<file path="src/rtl/mips32_pkg.sv">
// Shared types for the MIPS32 hazard controller: opcodes, instruction field
// positions, interlock FSM states and the scoreboard entry layout.
package mips32_pkg;

    typedef enum logic [5:0] {
        OP_ADD   = 6'b000000,
        OP_SUB   = 6'b000001,
        OP_AND   = 6'b000010,
        OP_OR    = 6'b000011,
        OP_SLT   = 6'b000100,
        OP_MUL   = 6'b000101,
        OP_LW    = 6'b001000,
        OP_SW    = 6'b001001,
        OP_ADDI  = 6'b001010,
        OP_SUBI  = 6'b001011,
        OP_SLTI  = 6'b001100,
        OP_BNEQZ = 6'b001101,
        OP_BEQZ  = 6'b001110,
        OP_HLT   = 6'b111111
    } opcode_e;

    localparam int OPC_MSB = 31;
    localparam int OPC_LSB = 26;
    localparam int RS_MSB  = 25;
    localparam int RS_LSB  = 21;
    localparam int RT_MSB  = 20;
    localparam int RT_LSB  = 16;
    localparam int RD_MSB  = 15;
    localparam int RD_LSB  = 11;

    typedef enum logic [1:0] {
        RUN    = 2'd0,
        DRAIN  = 2'd1,
        HALTED = 2'd2
    } hz_state_e;

    typedef struct packed {
        logic       v;
        logic [4:0] r;
    } sb_entry_t;

endpackage

</file>
<file path="src/rtl/mips32_hazard_ctrl_if.sv">
// ID-stage inputs and pipeline enable outputs exchanged between the datapath
// (master) and the hazard controller (slave).
interface mips32_hazard_ctrl_if #(
    parameter int STALL_CNT_W = 16
);
    logic                   id_valid;
    logic [31:0]            id_ir;
    logic                   ex_branch_taken;
    logic                   pc_we;
    logic                   ifid_we;
    logic                   ifid_flush;
    logic                   id_bubble;
    logic                   halted;
    logic [STALL_CNT_W-1:0] stall_cnt;

    modport master (
        output id_valid, id_ir, ex_branch_taken,
        input  pc_we, ifid_we, ifid_flush, id_bubble, halted, stall_cnt
    );

    modport slave (
        input  id_valid, id_ir, ex_branch_taken,
        output pc_we, ifid_we, ifid_flush, id_bubble, halted, stall_cnt
    );
endinterface

</file>
<file path="src/rtl/mips32_id_decode.sv">
// Combinational decode of the ID-stage instruction into register usage:
// which sources are read, which destination is written, and HLT detection.
module mips32_id_decode
    import mips32_pkg::*;
(
    input  logic [31:0] i_ir,
    output logic        use_rs,
    output logic        use_rt,
    output logic        has_dest,
    output logic [4:0]  dest,
    output logic        is_hlt
);

    opcode_e    w_op;
    logic [4:0] w_rt;
    logic [4:0] w_rd;
    logic       w_unused_ir;

    assign w_op        = opcode_e'(i_ir[OPC_MSB:OPC_LSB]);
    assign w_rt        = i_ir[RT_MSB:RT_LSB];
    assign w_rd        = i_ir[RD_MSB:RD_LSB];
    assign w_unused_ir = ^i_ir[RD_LSB-1:0];

    always_comb begin
        use_rs   = 1'b0;
        use_rt   = 1'b0;
        has_dest = 1'b0;
        dest     = 5'd0;
        is_hlt   = 1'b0;
        case (w_op)
            OP_ADD, OP_SUB, OP_AND, OP_OR, OP_SLT, OP_MUL: begin
                use_rs   = 1'b1;
                use_rt   = 1'b1;
                has_dest = 1'b1;
                dest     = w_rd;
            end
            OP_ADDI, OP_SUBI, OP_SLTI, OP_LW: begin
                use_rs   = 1'b1;
                has_dest = 1'b1;
                dest     = w_rt;
            end
            OP_SW: begin
                use_rs = 1'b1;
                use_rt = 1'b1;
            end
            OP_BNEQZ, OP_BEQZ: begin
                use_rs = 1'b1;
            end
            OP_HLT: begin
                is_hlt = 1'b1;
            end
            // Unknown opcodes read and write nothing, so they never interlock.
            default: ;
        endcase
    end

endmodule

</file>
<file path="src/rtl/mips32_hazard_ctrl.sv">
// Interlock controller: tracks destinations in EX/MEM/WB, stalls IF/ID on RAW
// hazards, flushes on taken branches and drains the pipe into a halt on HLT.
module mips32_hazard_ctrl
    import mips32_pkg::*;
#(
    parameter bit FWD_WB      = 1'b1,
    parameter int STALL_CNT_W = 16
) (
    input  logic                 clk_1,
    input  logic                 rst,
    mips32_hazard_ctrl_if.slave  bus
);

    sb_entry_t              r_sb_ex;
    sb_entry_t              r_sb_mem;
    sb_entry_t              r_sb_wb;
    hz_state_e              r_state;
    hz_state_e              w_state_nxt;
    logic [STALL_CNT_W-1:0] r_stall_cnt;

    logic       w_use_rs;
    logic       w_use_rt;
    logic       w_has_dest;
    logic [4:0] w_dest;
    logic       w_is_hlt;
    logic [4:0] w_rs;
    logic [4:0] w_rt;
    logic       w_hazard;
    logic       w_pc_we;
    logic       w_ifid_we;
    logic       w_ifid_flush;
    logic       w_id_bubble;
    logic       w_halted;
    logic       w_stall_inc;
    logic       w_sb_empty;
    sb_entry_t  w_sb_ex_nxt;

    mips32_id_decode u_decode (
        .i_ir     (bus.id_ir),
        .use_rs   (w_use_rs),
        .use_rt   (w_use_rt),
        .has_dest (w_has_dest),
        .dest     (w_dest),
        .is_hlt   (w_is_hlt)
    );

    assign w_rs = bus.id_ir[RS_MSB:RS_LSB];
    assign w_rt = bus.id_ir[RT_MSB:RT_LSB];

    // With a write-before-read register file the WB producer is already visible.
    function automatic logic src_hit(
        input logic [4:0] r,
        input sb_entry_t  ex,
        input sb_entry_t  mem,
        input sb_entry_t  wb
    );
        return (r != 5'd0) &&
               ((ex.v  && (ex.r  == r)) ||
                (mem.v && (mem.r == r)) ||
                (!FWD_WB && wb.v && (wb.r == r)));
    endfunction

    assign w_hazard = bus.id_valid &
                      ((w_use_rs & src_hit(w_rs, r_sb_ex, r_sb_mem, r_sb_wb)) |
                       (w_use_rt & src_hit(w_rt, r_sb_ex, r_sb_mem, r_sb_wb)));

    assign w_sb_empty = ~(r_sb_ex.v | r_sb_mem.v | r_sb_wb.v);

    always_comb begin
        w_state_nxt  = r_state;
        w_pc_we      = 1'b1;
        w_ifid_we    = 1'b1;
        w_ifid_flush = 1'b0;
        w_id_bubble  = 1'b0;
        w_halted     = 1'b0;
        w_stall_inc  = 1'b0;
        case (r_state)
            RUN: begin
                if (bus.ex_branch_taken) begin
                    // Wrong-path instruction in ID is squashed, HLT included.
                    w_ifid_flush = 1'b1;
                    w_id_bubble  = 1'b1;
                end else if (w_hazard) begin
                    w_pc_we     = 1'b0;
                    w_ifid_we   = 1'b0;
                    w_id_bubble = 1'b1;
                    w_stall_inc = 1'b1;
                end else if (bus.id_valid && w_is_hlt) begin
                    w_state_nxt = DRAIN;
                end
            end
            DRAIN: begin
                w_pc_we     = 1'b0;
                w_ifid_we   = 1'b0;
                w_id_bubble = 1'b1;
                if (w_sb_empty) begin
                    w_state_nxt = HALTED;
                end
            end
            HALTED: begin
                w_pc_we     = 1'b0;
                w_ifid_we   = 1'b0;
                w_id_bubble = 1'b1;
                w_halted    = 1'b1;
            end
            default: begin
                w_state_nxt = RUN;
            end
        endcase
    end

    // R0 is never recorded, so a write to it can never create an interlock.
    always_comb begin
        w_sb_ex_nxt.v = bus.id_valid & ~w_id_bubble & w_has_dest & (w_dest != 5'd0);
        w_sb_ex_nxt.r = w_dest;
    end

    always_ff @(posedge clk_1 or negedge rst) begin
        if (!rst) begin
            r_sb_ex     <= '0;
            r_sb_mem    <= '0;
            r_sb_wb     <= '0;
            r_state     <= RUN;
            r_stall_cnt <= '0;
        end else begin
            r_sb_ex  <= w_sb_ex_nxt;
            r_sb_mem <= r_sb_ex;
            r_sb_wb  <= r_sb_mem;
            r_state  <= w_state_nxt;
            if (w_stall_inc && (r_stall_cnt != {STALL_CNT_W{1'b1}})) begin
                r_stall_cnt <= r_stall_cnt + 1'b1;
            end
        end
    end

    assign bus.pc_we      = w_pc_we;
    assign bus.ifid_we    = w_ifid_we;
    assign bus.ifid_flush = w_ifid_flush;
    assign bus.id_bubble  = w_id_bubble;
    assign bus.halted     = w_halted;
    assign bus.stall_cnt  = r_stall_cnt;

endmodule

</file>
<file path="src/flat_wrapper.sv">
// flat-port wrapper written by rule: the top's interface ports become plain ports
module mips32_hazard_ctrl_flat import mips32_pkg::*;
#(
    parameter bit FWD_WB      = 1'b1,
    parameter int STALL_CNT_W = 16
)
  (clk_1, rst, bus_id_valid, bus_id_ir, bus_ex_branch_taken, bus_pc_we, bus_ifid_we, bus_ifid_flush, bus_id_bubble, bus_halted, bus_stall_cnt);
  mips32_hazard_ctrl_if #(.STALL_CNT_W(STALL_CNT_W)) bus_i ();
  input  logic clk_1;
  input  logic rst;
  input wire logic [$bits(bus_i.id_valid)-1:0] bus_id_valid;
  input wire logic [$bits(bus_i.id_ir)-1:0] bus_id_ir;
  input wire logic [$bits(bus_i.ex_branch_taken)-1:0] bus_ex_branch_taken;
  output wire logic [$bits(bus_i.pc_we)-1:0] bus_pc_we;
  output wire logic [$bits(bus_i.ifid_we)-1:0] bus_ifid_we;
  output wire logic [$bits(bus_i.ifid_flush)-1:0] bus_ifid_flush;
  output wire logic [$bits(bus_i.id_bubble)-1:0] bus_id_bubble;
  output wire logic [$bits(bus_i.halted)-1:0] bus_halted;
  output wire logic [$bits(bus_i.stall_cnt)-1:0] bus_stall_cnt;
  assign bus_i.id_valid = bus_id_valid;
  assign bus_i.id_ir = bus_id_ir;
  assign bus_i.ex_branch_taken = bus_ex_branch_taken;
  assign bus_pc_we = bus_i.pc_we;
  assign bus_ifid_we = bus_i.ifid_we;
  assign bus_ifid_flush = bus_i.ifid_flush;
  assign bus_id_bubble = bus_i.id_bubble;
  assign bus_halted = bus_i.halted;
  assign bus_stall_cnt = bus_i.stall_cnt;
  mips32_hazard_ctrl #(.FWD_WB(FWD_WB), .STALL_CNT_W(STALL_CNT_W)) u_core (.clk_1(clk_1), .rst(rst), .bus(bus_i));
endmodule
</file>
<file path="config.mk">
export PLATFORM = sky130hd
export DESIGN_NAME = mips32_hazard_ctrl_flat
export DESIGN_NICKNAME = d
export VERILOG_FILES = /design/src/rtl/mips32_pkg.sv /design/src/rtl/mips32_hazard_ctrl_if.sv /design/src/rtl/mips32_id_decode.sv /design/src/rtl/mips32_hazard_ctrl.sv /design/src/flat_wrapper.sv
export SDC_FILE = /design/constraint.sdc
export NUM_CORES = 1
export LEC_CHECK = 0
export ABC_AREA = 1
export BUFFER_PORTS_ARGS = -buffer_cell sky130_fd_sc_hd__buf_2
export CORE_MARGIN = 10
export CORE_UTILIZATION = 58
export CTS_BUF_LIST = sky130_fd_sc_hd__clkbuf_16
export DETAILED_ROUTE_END_ITERATION = 16
export PLACE_DENSITY = 0.85
export SYNTH_ARGS = -nofsm -noshare
export SYNTH_HDL_FRONTEND = slang
export SYNTH_HIERARCHICAL = 1
export SYNTH_SLANG_ARGS = --single-unit
</file>
<file path="constraint.sdc">
create_clock -name clk_1 -period 2.5 [get_ports clk_1]
set_input_delay 0.125 -clock clk_1 [delete_from_list [all_inputs] [get_ports clk_1]]
set_output_delay 0.125 -clock clk_1 [all_outputs]
set_load 0.1 [all_outputs]
</file>
# Yosys cells after proc, flatten, opt, wreduce, memory -nomap -nowiden
# Cells that the tools add are included.
# classes
addsub	1
n_mul	0
n_div	0
n_lt_le_gt_ge	0
n_eq_ne	24
shift	0
n_mux	21
bitwise	11
reduce_logical	22
# ops
cell	n
== test 6 x 4 -> 1 bit, second input constant	7
== test 5 bit	4
adder 16 x 1 -> 16 bit, second input constant	1
!= test 16 bit, second input constant	1
nonzero test 5 bit	3
two-way mux 1 bit	13
OR reduction 13 bit	1
== test 6 x 2 -> 1 bit, second input constant	2
== test 6 x 3 -> 1 bit, second input constant	2
one-hot mux 5 bit (2 select lines)	1
OR reduction 10 bit	1
logical AND 1 bit	8
two-way mux 2 bit	4
OR reduction 7 bit	1
AND 1 bit	6
== test 6 x 1 -> 1 bit, second input constant	1
== test 6 bit, second input constant	1
zero test 6 bit	1
!= test 2 bit, second input constant	3
one-hot mux 2 bit (3 select lines)	1
OR reduction 6 bit	1
AND reduction 5 bit	1
one-hot mux 1 bit (2 select lines)	2
OR reduction 4 bit	1
8 further kinds	12
# word_totals
reg_bits	31
latchBits	0
mem_bits_rw	0
romBits	0
in_bits	36
out_inout_bits	21
word_cells	86
n_memories	0

# Logic depth before layout (Yosys ltp)
# logic_depth
depth_word	14
ltp_mapped	16

# Hierarchy
# The synthesis kept the hierarchy.
# modules_own_cells
module	n_inst	cells_each	area_per_inst_um2
mips32_hazard_ctrl	1	295	2099.5
mips32_id_decode	1	47	219.0

# Worst setup path after synthesis
# No wires, ideal clock.
# synth_timing
path_type	register to register
startpoint	register u_core.r_stall_cnt[0], in the netlist u_core/bus.stall_cnt[0]
endpoint	register u_core.r_stall_cnt[11], in the netlist u_core/bus.stall_cnt[11]
setup_ns	0.121
arrival_ns	2.216
required_time_ns	2.379
slack_ns	0.162
path_stages_with_launch	11
n_path_buf	0
path_cell_list	dfrtp_1 -> ha_1 -> nand3_2 -> nor2_4 -> nand2_1 -> nor3_2 -> nand2_1 -> clkinv_1 -> nor2_8 -> nand3_1 -> nand2_1
# synth_between
elab_chain_len	2
elab_cells_between_ends	3
classes_between	add/sub: 1; eq/ne: 1; reduce/logical: 1
# synth_rtl
item	line	rtl
from (decl)	mips32_hazard_ctrl.sv:19	logic [STALL_CNT_W-1:0] r_stall_cnt;
from (signal assigned)	mips32_hazard_ctrl.sv:131	r_stall_cnt <= r_stall_cnt + 1'b1;
branches (longest 2 deep; another with adder 16 x 1 -> 16 bit)	n/a	
# Several ways; the timed one is not identified.
# A chain may end at the register's enable or synchronous reset.

# Worst setup path in the final report
# layout_timing
startpoint	register u_core/r_sb_ex[4] in the netlist's numbering
endpoint	output port bus_id_bubble
# layout_between
elab_chain_len	10
elab_cells_between_ends	15
classes_between	eq/ne: 2; mux: 3; bitwise: 4; reduce/logical: 6
# layout_rtl
item	line	rtl
from (decl)	mips32_hazard_ctrl.sv:14	sb_entry_t r_sb_ex;
from (signal assigned)	mips32_hazard_ctrl.sv:126	r_sb_ex <= w_sb_ex_nxt;
== test 5 bit	mips32_hazard_ctrl.sv:58	((ex.v && (ex.r == r)) ||
logical AND 1 bit	mips32_hazard_ctrl.sv:58	
logical OR 1 bit	mips32_hazard_ctrl.sv:58	
logical AND 1 bit	mips32_hazard_ctrl.sv:57	return (r != 5'd0) &&
AND 1 bit, on equally long branches	mips32_hazard_ctrl.sv:64, mips32_hazard_ctrl.sv:65	
bitwise OR 1 bit (*)	mips32_hazard_ctrl.sv:64	((w_use_rs & src_hit(w_rs, r_sb_ex, r_sb_mem, r_sb_wb)) |
AND 1 bit (*)	mips32_hazard_ctrl.sv:63	assign w_hazard = bus.id_valid &
two-way mux 1 bit (*)	mips32_hazard_ctrl.sv:83	end else if (w_hazard) begin
two-way mux 1 bit (*)	mips32_hazard_ctrl.sv:79	if (bus.ex_branch_taken) begin
one-hot mux 1 bit (2 select lines) (*)	mips32_hazard_ctrl.sv:77	case (r_state)
to (decl)	flat_wrapper.sv:17	output wire logic [$bits(bus_i.id_bubble)-1:0] bus_id_bubble;
# Every way passes the cells marked *; elsewhere a longest branch is shown, timed or not.

==> metrics.cfg <==
[run_status]
outcome = complete, no violations

[pwr]
power.switching_w = 0.000812
netSwitchingFraction_pct = 42.1
ir_drop_v = 0.000570
p_seq_share_pct = 28.4
p_clk_share_pct = 35.4
power.leakage_nw = 1.68
pwr-share-comb_pct = 36.2
intPower_w = 0.00112
powerDensity_nw_per_um2 = 697

[synthesis]
async_reset_ff_share_pct = 100
avgSynthCellArea_sq_um = 6.78
yosys.area.top_type = dfrtp_1
yosysWarnings = 6
synth_area_sq_um = 2320
synth_edf_count = 0
synth_top_area_share_pct = 33.5
synth_seq_cells = 31
syn_nets = 383
synth.most_common_cell = nand2_1
ys_types = 32
synth_common_cells = nand2_1 (110), inv_1 (60), dfrtp_1 (31), nand3_1 (31), nor2_1 (27)
netlist_instances = 342
ys_seq_area_share_pct = 33.5
synth_ff_type = dfrtp_1
synth_area_leaders = dfrtp_1 (33%), nand2_1 (18%), inv_1 (9.7%)

[setup_path]
slowest_stage = buf_2
critPathKind = flop to primary output
start_kind = flop
arrival_ps = 2030
reg2regPathDepth = 9
end_kind = primary output
max_stage_delay_ps = 430
worst_path_most_repeated_cell = nand2_1
required_ps = 2380
path_cells = inv_1 -> nand2_1 -> nand2_1 -> nor2_1 -> nand3_1 -> nand2_1 -> nand2_1 -> nand2_4 -> nand2_1 -> nand3_1 -> nand2_1 -> inv_1 -> buf_2
critPathMaxFanout = 6

[floorplan]
die_x_microns = 83.2
core_area_sq_um = 3770
start_util_pct = 61.5
ios = 57
dieHeight_microns = 83.2
dieArea_sq_um = 6930
fp-row-count = 22

[timing]
setup-violations-final = 0
rsz0062_at_grt = false
slew_headroom_pct = 53.6
min_period_ps = 2150
setup_tns_ps = 0
hold_viol_final = 0
period_share_pct = 86.2
slew_violations = 0
tightest_slew_ps = 695
skew_ps = 2.85
clock.fmax_mhz = 464

[final_layout]
antennaDiodeCount = 0
fin_nets = 435
final_layout_size_suffix_gt1_share_pct = 20.8
syn2layout_area_growth_pct = 19.5
design_area_sq_um = 2770

[clock_tree]
post_cts_buffers = 0
max-clock-path-buffers = 2
cts_tree = done
clk_pin_slew_ps = 50
clock_latency_ps = 280
cts-buffers-inserted = 5
clock-root-buffer = clkbuf_16
hold_buffers = 1
cts_sinks = 31
cts_resized = 0
htreeDepth = 2

[global_routing]
grt_max_degree = 32
overflow = 0
grt_pass1_vias = 2349
grt_first_pass_wirelength_mm = 9.84
antenna_found_initial = 0
track_usage_pct = 16.4

[drt]
antenna_left = 0
first_pass_iters = 4
routedWlPerCell_microns = 12.9
wl_mm = 5.70
dr.first_iter.drc_count = 92
vias = 2280
vias_per_cell = 5.15
drc = 0

[flow_run]
maxCapViolCount = 0

[hold_path]
holdPathStages = 3
holdCritPathClass = input port to flop

[placed_design]
gp_congestion = 0.905
portBuffers = 45
postPlaceCellArea_sq_um = 2600
dpl.hpwl_mm = 4.40

power groups by stage:
stage	combinational (W)	clock (W)	sequential (W)
CTS	0.000701	0.000695	0.000548
global route	0.000755	0.000721	0.000554
floorplan	0.000590	0	0.000552
finish	0.000698	0.000684	0.000548
detailed placement	0.000697	0	0.000557
global placement	0.000691	0	0.000557
layout make-up:
| type | instances | area (sq um) |
|---|---|---|
| Multi-Input combinational cell | 240 | 1270 |
| Fill cell | 297 | 1000 |
| Sequential cell | 31 | 776 |
| Inverter | 70 | 267 |
| Timing Repair Buffer | 46 | 235 |
| Clock buffer | 5 | 125 |
| Tap cell | 48 | 60.1 |
| Clock inverter | 3 | 38.8 |
worst max-delay path, delay by kind of cell, from the launching register on:
| kind | cells | cell delay (ps) |
|---|---|---|
| buffers and inverters | 3 | 570 |
| DFF | 1 | 380 |
| and+or+nand+nor | 10 | 790 |
cell families after synthesis:
kind of cell	count (synthesis)	share of synthesized area, %
AO/OA/AOI/OAI	24	6.85
XOR/XNOR	7	2.64
adder cells (fa/ha/maj)	5	2.70
buffers and inverters	71	11.8
flip-flops	31	33.5
AND/OR/NAND/NOR	204	42.5
routing by layer:
layer / vias to the layer above / track usage [%] / part of all wire, %
met2: 60 / 30.4 / 53
met3: 12 / 4.00 / 4.5
met1: 1050 / 16.8 / 40
li1: 1158 / - / -
met5: - / 0 / 0
met4: 0 / 7.23 / 1.9
layout by cell type (no fill, tap or decap), types with 3 or more instances in the layout:
master	synthesis	routed
buf_2	0	45
clkbuf_16	0	5
dfrtp_1	31	31
ha_1	5	5
inv_1	60	60
inv_2	7	7
nand2_1	110	110
nand2_2	3	3
nand3_1	31	31
nand3_2	3	3
nand4_1	5	5
nor2_1	27	27
nor2_2	3	3
nor2_4	4	4
nor3_1	8	8
o21ai_0	6	6
o21bai_1	14	14
xor2_1	7	7
per-stage QoR:
step	total power, W	cells	hold WS, ps	worst slack, ps	util [%]
after global placement	0.00125	434	201	619	68.8
after CTS	0.00194	443	107	345	73.5
after floorplan	0.00114	342	-171	162	-
after detailed placement	0.00125	434	214	603	68.8
after global routing	0.00203	443	128	172	73.5
final	0.00193	443	109	346	73.5
flip-flops by register name (all words and copies together), names as in the netlist:
signal	flops
u_core/bus.stall_cnt	16
u_core/r_sb_ex	6
u_core/r_sb_mem	6
u_core/r_state	2
u_core/r_sb_wb	1
worst paths after layout:
kind	start	slack, ps	endpoint
max in group asynchronous	rst	1620	u_core/r_sb_mem[4]
worst min-delay path	bus_id_ir[15]	110	u_core/r_sb_ex[4]
worst min register to register	u_core/r_sb_ex[2]	420	u_core/r_sb_mem[2]
min in group asynchronous	rst	430	u_core/bus.stall_cnt[0]
worst max register to register	u_core/bus.stall_cnt[0]	710	u_core/bus.stall_cnt[4]
worst max-delay path	u_core/r_sb_ex[4]	350	bus_id_bubble
(Power assumes the default switching activity.)
